### config.mk
export PLATFORM = sky130hd
export DESIGN_NAME = lcd_reader
export DESIGN_NICKNAME = d
export VERILOG_FILES = /design/src/rtl/lcd_pkg.sv /design/src/rtl/lcd_bus_cycle.sv /design/src/rtl/lcd_reader.sv
export SDC_FILE = /design/constraint.sdc
export NUM_CORES = 1
export LEC_CHECK = 0
export CORE_UTILIZATION = 51
export DETAILED_ROUTE_END_ITERATION = 10
export GPL_TIMING_DRIVEN = 0
export PLACE_DENSITY = 0.76
export RECOVER_POWER = 50
export SETUP_SLACK_MARGIN = 0.02
export SLEW_MARGIN = 15
export SYNTH_ARGS = -nofsm -noshare
export SYNTH_HDL_FRONTEND = slang
export SYNTH_SLANG_ARGS = --single-unit
### constraint.sdc
create_clock -name clk -period 2.7 [get_ports clk]
set_input_delay 0.54 -clock clk [delete_from_list [all_inputs] [get_ports clk]]
set_output_delay 0.54 -clock clk [all_outputs]
set_load 0.005 [all_outputs]
### src/rtl/lcd_pkg.sv
// Shared constants, timing defaults and FSM encodings for the HD44780 read engine.
package lcd_pkg;

    localparam logic       OP_RD_BF      = 1'b0;
    localparam logic       OP_RD_DDRAM   = 1'b1;
    localparam logic [7:0] CMD_SET_DDRAM = 8'h80;

    // Defaults for a 50 MHz clock
    localparam int unsigned T_AS_DEF     = 3;
    localparam int unsigned T_EH_DEF     = 25;
    localparam int unsigned T_AH_DEF     = 2;
    localparam int unsigned T_EL_DEF     = 25;
    localparam int unsigned POLL_MAX_DEF = 2000;

    typedef enum logic [2:0] {
        ST_IDLE,
        ST_WAIT_GNT,
        ST_RD_BF,
        ST_POLL1,
        ST_SETADDR,
        ST_POLL2,
        ST_RDATA,
        ST_FINISH
    } rd_state_t;

    typedef enum logic [2:0] {
        BC_IDLE,
        BC_SETUP,
        BC_EHIGH,
        BC_HOLD,
        BC_RECOV
    } bc_state_t;

endpackage

### src/rtl/lcd_bus_cycle.sv
// Single HD44780 bus access: SETUP, EHIGH, HOLD, RECOV. A start in the last
// RECOV cycle chains the next access with no idle gap.
module lcd_bus_cycle
    import lcd_pkg::*;
#(
    parameter int unsigned T_AS = T_AS_DEF,
    parameter int unsigned T_EH = T_EH_DEF,
    parameter int unsigned T_AH = T_AH_DEF,
    parameter int unsigned T_EL = T_EL_DEF
) (
    input  logic       clk,
    input  logic       s_rst_n,
    input  logic       start,
    input  logic       rs,
    input  logic       rw,
    input  logic [7:0] wdata,
    output logic [7:0] rdata,
    output logic       cycle_done,
    output logic       lcd_rs,
    output logic       lcd_rw,
    output logic       lcd_en,
    output logic [7:0] lcd_data_o,
    output logic       lcd_data_oe,
    input  logic [7:0] lcd_data_i
);

    bc_state_t   phase;
    logic [15:0] cnt;

    assign cycle_done = (phase == BC_RECOV) && (cnt == 16'(T_EL - 1));

    always_ff @(posedge clk or negedge s_rst_n) begin
        if (!s_rst_n) begin
            phase       <= BC_IDLE;
            cnt         <= '0;
            rdata       <= '0;
            lcd_rs      <= 1'b0;
            lcd_rw      <= 1'b0;
            lcd_en      <= 1'b0;
            lcd_data_o  <= '0;
            lcd_data_oe <= 1'b0;
        end else if (start && (phase == BC_IDLE || cycle_done)) begin
            phase       <= BC_SETUP;
            cnt         <= '0;
            lcd_rs      <= rs;
            lcd_rw      <= rw;
            lcd_en      <= 1'b0;
            lcd_data_o  <= rw ? 8'h00 : wdata;
            lcd_data_oe <= ~rw;
        end else begin
            unique case (phase)
                BC_SETUP: begin
                    if (cnt == 16'(T_AS - 1)) begin
                        phase  <= BC_EHIGH;
                        cnt    <= '0;
                        lcd_en <= 1'b1;
                    end else begin
                        cnt <= cnt + 16'd1;
                    end
                end
                BC_EHIGH: begin
                    if (cnt == 16'(T_EH - 1)) begin
                        phase  <= BC_HOLD;
                        cnt    <= '0;
                        lcd_en <= 1'b0;
                        if (lcd_rw) rdata <= lcd_data_i;
                    end else begin
                        cnt <= cnt + 16'd1;
                    end
                end
                BC_HOLD: begin
                    if (cnt == 16'(T_AH - 1)) begin
                        phase       <= BC_RECOV;
                        cnt         <= '0;
                        lcd_data_oe <= 1'b0;
                    end else begin
                        cnt <= cnt + 16'd1;
                    end
                end
                BC_RECOV: begin
                    if (cycle_done) begin
                        phase      <= BC_IDLE;
                        cnt        <= '0;
                        lcd_rs     <= 1'b0;
                        lcd_rw     <= 1'b0;
                        lcd_data_o <= '0;
                    end else begin
                        cnt <= cnt + 16'd1;
                    end
                end
                default: cnt <= '0;
            endcase
        end
    end

endmodule

### src/rtl/lcd_reader.sv
// LCD read engine: BF/AC read or DDRAM read-back (poll, set address, poll, read)
// sequenced over lcd_bus_cycle while holding the shared bus via bus_req/bus_gnt.
module lcd_reader
    import lcd_pkg::*;
#(
    parameter int unsigned T_AS     = T_AS_DEF,
    parameter int unsigned T_EH     = T_EH_DEF,
    parameter int unsigned T_AH     = T_AH_DEF,
    parameter int unsigned T_EL     = T_EL_DEF,
    parameter int unsigned POLL_MAX = POLL_MAX_DEF
) (
    input  logic       clk,
    input  logic       s_rst_n,
    input  logic       req,
    input  logic       op,
    input  logic [6:0] addr,
    output logic       busy,
    output logic       done,
    output logic [7:0] rd_data,
    output logic       timeout_err,
    output logic       bus_req,
    input  logic       bus_gnt,
    output logic       lcd_rs,
    output logic       lcd_rw,
    output logic       lcd_en,
    output logic [7:0] lcd_data_o,
    output logic       lcd_data_oe,
    input  logic [7:0] lcd_data_i
);

    rd_state_t   state, nxt;
    logic        op_q, launch, start, finish, tmo, cycle_done, poll_last;
    logic        acc_rs, acc_rw;
    logic [6:0]  addr_q;
    logic [7:0]  acc_wdata, bc_rdata;
    logic [15:0] poll_cnt;

    assign poll_last = (poll_cnt == 16'(POLL_MAX - 1));

    // Next access is decided in the last RECOV cycle so accesses run back-to-back.
    always_comb begin
        nxt    = state;
        start  = launch;
        finish = 1'b0;
        tmo    = 1'b0;
        if (cycle_done) begin
            unique case (state)
                ST_POLL1, ST_POLL2: begin
                    if (!bc_rdata[7]) begin
                        nxt   = (state == ST_POLL1) ? ST_SETADDR : ST_RDATA;
                        start = 1'b1;
                    end else if (poll_last) begin
                        finish = 1'b1;
                        tmo    = 1'b1;
                    end else begin
                        start = 1'b1;
                    end
                end
                ST_SETADDR: begin
                    nxt   = ST_POLL2;
                    start = 1'b1;
                end
                ST_RD_BF, ST_RDATA: finish = 1'b1;
                default: ;
            endcase
        end
        acc_rs    = (nxt == ST_RDATA);
        acc_rw    = (nxt != ST_SETADDR);
        acc_wdata = CMD_SET_DDRAM | {1'b0, addr_q};
    end

    always_ff @(posedge clk or negedge s_rst_n) begin
        if (!s_rst_n) begin
            state       <= ST_IDLE;
            op_q        <= OP_RD_BF;
            addr_q      <= '0;
            launch      <= 1'b0;
            poll_cnt    <= '0;
            busy        <= 1'b0;
            done        <= 1'b0;
            rd_data     <= '0;
            timeout_err <= 1'b0;
            bus_req     <= 1'b0;
        end else begin
            done   <= 1'b0;
            launch <= 1'b0;
            unique case (state)
                ST_IDLE: begin
                    if (req) begin
                        op_q        <= op;
                        addr_q      <= addr;
                        busy        <= 1'b1;
                        bus_req     <= 1'b1;
                        timeout_err <= 1'b0;
                        state       <= ST_WAIT_GNT;
                    end
                end
                ST_WAIT_GNT: begin
                    if (bus_gnt) begin
                        launch   <= 1'b1;
                        poll_cnt <= '0;
                        state    <= (op_q == OP_RD_DDRAM) ? ST_POLL1 : ST_RD_BF;
                    end
                end
                ST_FINISH: state <= ST_IDLE;
                default: begin
                    if (finish) begin
                        done        <= 1'b1;
                        busy        <= 1'b0;
                        bus_req     <= 1'b0;
                        timeout_err <= tmo;
                        rd_data     <= tmo ? 8'hFF : bc_rdata;
                        state       <= ST_FINISH;
                    end else begin
                        state <= nxt;
                        if (cycle_done) poll_cnt <= (nxt == state) ? poll_cnt + 16'd1 : '0;
                    end
                end
            endcase
        end
    end

    lcd_bus_cycle #(
        .T_AS(T_AS),
        .T_EH(T_EH),
        .T_AH(T_AH),
        .T_EL(T_EL)
    ) u_bus_cycle (
        .clk        (clk),
        .s_rst_n    (s_rst_n),
        .start      (start),
        .rs         (acc_rs),
        .rw         (acc_rw),
        .wdata      (acc_wdata),
        .rdata      (bc_rdata),
        .cycle_done (cycle_done),
        .lcd_rs     (lcd_rs),
        .lcd_rw     (lcd_rw),
        .lcd_en     (lcd_en),
        .lcd_data_o (lcd_data_o),
        .lcd_data_oe(lcd_data_oe),
        .lcd_data_i (lcd_data_i)
    );

endmodule

==> impl_results.md <==
* Status: finished with violations
* Failing checks: capacitance limit, slew limit
* Syn Inst Count at 361
* Final hold vios at 0
* Max clock buf depth at 2
* Final ANT Viol Nets at 0
* Hpwl dp at between 5000 and 6000 um
* Switching share of power at 25.2%
* Largest net degree at the start of global routing at 47
* CP bufs+invs at 2
* Clock Power Share at 38.7%
* Ys Warns at 0
* Period utilization at a little over nine tenths
* Measured slew at the worst slew-check pin at roughly 1.7 ns
* Drt pass-1 iters at 4
* Vias at 3,071
* Achievable Freq at 0.375 GHz
* Area Growth Syn to Fin at 25.7%
* Ys async rst share at between 90% and 100%
* Clock sink count at 78
* Hold Slack at between 0.4 and 0.5 ns
* Tmin final at 2.67 ns
* Placement-stage cell area at 4410 um2
* Die area at 7860 um2
* Cell chain of the critical path: or4_4, or4_4, a2111o_1, buf_6, a221oi_4, buf_6, a22o_1
* Final instance area at 4820 um2
* Final Non-Filler Cells at 529
* Setup TNS at 0 ns
* Top FF cell, synth: dfrtp_1
* Place WS at -0.272 ns
* Remaining DRCs at 0
* Critical setup path kind: flop to flop
* CTS tree: done
* Flop pwr share at approximately 50%
* Maximum vdd drop at 0.431 mV
* Row cnt at 31
* Placed Cells at 504
* Min-delay worst type: flop to flop
* Ant diodes at 0
* NetSw at 0.619 mW
* Seq/Total Area, Yosys at 51.0%
* First-pass GRT wire length at 13,500 um
* WL final at 8120 um
* Crit path max-delay cell type: or4_4
* Crit path largest cell delay at around 0.6 ns
* Port buffer count at 43
* Worst setup SP type: flop
* Fraction of layout cells with a size suffix above 1 at between 10% and 20%
* Initial antenna violation count at 0
* Nets at 451
* Worst slew margin at -11.2%
* DR iter-0 viols at 135
* Setup Viol. Count Final at 0
* Yosys cell types at 52
* Vias in the first global route at roughly 3,000
* Slew Limit Fails at 34
* Crit path DAT at just under 3 ns
* Max cap viols at 1
* Number of synthesized flops with an enable pin at 0
* Avg Cell Area, Syn at 10.6 um2
* CTS buffer count at 9
* Family with the most delay on the worst path: simple AND/OR/NAND/NOR gates
* CTS clock-pin slew for the worst setup and hold paths at 0.09 ns
* Ports at 44
* Gr ovfl total at 0
* WL/cell at 15.3 um
* Final worst slack at a little over 0.03 ns
* Vias/cell at 5.81
* H-Tree Level Count at 3
* Root buf cell: clkbuf_8
* Post-CTS Hold Fix Bufs at 0
* Flops & latches, synth at 78
* Total GRT Usage at a little under a quarter
* Leakage power at between 2 and 2.5 nW
* Clk_skew at 0.0140 ns
* Synth Cell Area at 3830 um2
* Reg2Reg Setup Slack at 0.03 ns
* Tot Pwr at 2.46 mW
* Unrepaired setup endpoints after global routing: yes
* Worst-path maximum fanout at 5
* Logic pwr share at a little under an eighth
* Worst-Skew Late Latency at about 0.36 ns
* Vert. Die Dim at 88.7 um
* Pwr Density at 510 nW/um2
* Core Util, Final at 66.4%
* Synth Net Count at 386
* Internal power at 1.84 mW
* WP data required at 2.99 ns
* Core area at 7250 um2
* Initial Util at around 53%
* GP Congestion at 0.875
* Die width at 88.7 um
* Worst Setup End Kind: flop
## area by class of cell
cell class / count / area, um2
fillers: 588 / 2440
flip-flops and latches: 78 / 1950
multi-input cells: 257 / 1870
repair buffers: 55 / 522
clock buffers: 10 / 128
well taps: 99 / 124
plain buffers: 15 / 95.1
clock inverters: 5 / 83.8
inverters: 10 / 37.5
## power groups by stage
| stage | clock network [mW] | registers [mW] | logic (mW) |
|---|---|---|---|
| 5_1_grt | 1.01 | 1.23 | 0.311 |
| 6_report | 0.951 | 1.22 | 0.282 |
| 3_3_place_gp | 0 | 1.24 | 0.238 |
| 3_5_place_dp | 0 | 1.25 | 0.251 |
| 4_1_cts | 0.970 | 1.22 | 0.269 |
| 2_1_floorplan | 0 | 1.24 | 0.149 |
## cells in the mapped netlist, types with 5 or more instances
cell type | number | area (um2)
and4_1 | 5 | 43.8
o22a_1 | 7 | 61.3
nor3_1 | 8 | 40.0
ha_1 | 5 | 62.6
nand2b_1 | 6 | 37.5
clkbuf_1 | 11 | 41.3
nand3_1 | 13 | 65.1
o21ai_0 | 8 | 40.0
xor2_1 | 8 | 70.1
a22o_1 | 8 | 70.1
xnor2_1 | 8 | 70.1
dfrtp_1 | 78 | 1950
nor4_1 | 5 | 31.3
nand2_1 | 30 | 113
or3_1 | 5 | 31.3
mux2_2 | 18 | 203
inv_1 | 10 | 37.5
a21oi_1 | 30 | 150
nor2_1 | 14 | 52.6
a21o_1 | 12 | 90.1
or4_1 | 6 | 45.0
nand4_1 | 7 | 43.8
or2_2 | 7 | 43.8
## cells in the final DEF, fill, tap and decap left out, types with 3 or more instances in the layout
cell type / Yosys / layout
nand2b_1: 6 / 5
a31oi_1: 3 / 3
nor3b_1: 4 / 3
a21o_1: 12 / 11
nand4_1: 7 / 7
buf_6: 0 / 5
inv_1: 10 / 10
o22a_1: 7 / 7
clkdlybuf4s50_1: 0 / 34
mux2i_1: 3 / 3
clkbuf_8: 0 / 9
or4_1: 6 / 4
dfrtp_1: 78 / 78
nand3_1: 13 / 12
dlygate4sd3_1: 0 / 8
a22o_1: 8 / 8
or4_4: 2 / 4
nor4_1: 5 / 3
or3_1: 5 / 5
o21ai_0: 8 / 7
and4_1: 5 / 5
buf_4: 1 / 13
ha_1: 5 / 5
and3_1: 4 / 4
nor3_1: 8 / 6
xor2_1: 8 / 8
o2bb2ai_1: 3 / 3
nor2b_1: 3 / 3
o31ai_1: 3 / 3
nand2_1: 30 / 30
mux2_2: 18 / 18
a21oi_1: 30 / 28
clkbuf_1: 11 / 8
xnor2_1: 8 / 8
or2_2: 7 / 7
nor2_1: 14 / 14
## worst paths after layout
path                                     start                        end  cells after the start
min                                  addr_q[1]  u_bus_cycle.lcd_data_o[1]                      1
max                        u_bus_cycle.cnt[11]  u_bus_cycle.lcd_data_o[0]                      7
min reg2reg                          addr_q[1]  u_bus_cycle.lcd_data_o[1]                      1
max in group asynchronous              s_rst_n                     launch                      2
max reg2reg                u_bus_cycle.cnt[11]  u_bus_cycle.lcd_data_o[0]                      7
min in group asynchronous              s_rst_n                poll_cnt[8]                      1
## what timing repair did
item | in CTS | in global routing
endpoints found under the setup margin | 59 | 47
setup buffers | 5 | 6
pin swaps | 3 | 8
gates cloned | 0 | 0
resized for setup | 23 | 15
## sequential cells by signal (all words and copies together), names as in the netlist
register,count
u_bus_cycle.lcd_data_o,8
addr_q,7
state,3
u_bus_cycle.lcd_data_oe,1
u_bus_cycle.lcd_rs,1
launch,1
timeout_err,1
rd_data,8
u_bus_cycle.rdata,8
op_q,1
u_bus_cycle.phase,3
u_bus_cycle.lcd_rw,1
u_bus_cycle.cnt,16
u_bus_cycle.lcd_en,1
done,1
poll_cnt,16
bus_req,1
## metal layers
| metal | routed length (um) | up-vias | track usage, % |
|---|---|---|---|
| met4 | 145 | 0 | 12.0 |
| met1 | 3740 | 1518 | 29.9 |
| met3 | 429 | 13 | 5.69 |
| li1 | - | 1454 | - |
| met2 | 3800 | 86 | 34.4 |
| met5 | 0 | - | 0 |
## cell families (layout without fill, tap and decap cells)
family                     count (synthesis)  in the layout  synth area share [%]
buffers and inverters                     26             95                  2.74
and+or+nand+nor                          124            124                  18.0
DFF                                       78             78                  51.0
xor gates and xnor gates                  16             16                  3.66
muxes                                     21             21                  6.08
AOI/OAI and AO/OA                         91             91                  16.9
adders and majority gates                  5              5                  1.63
No activity file was read; power rests on OpenSTA's default activity.
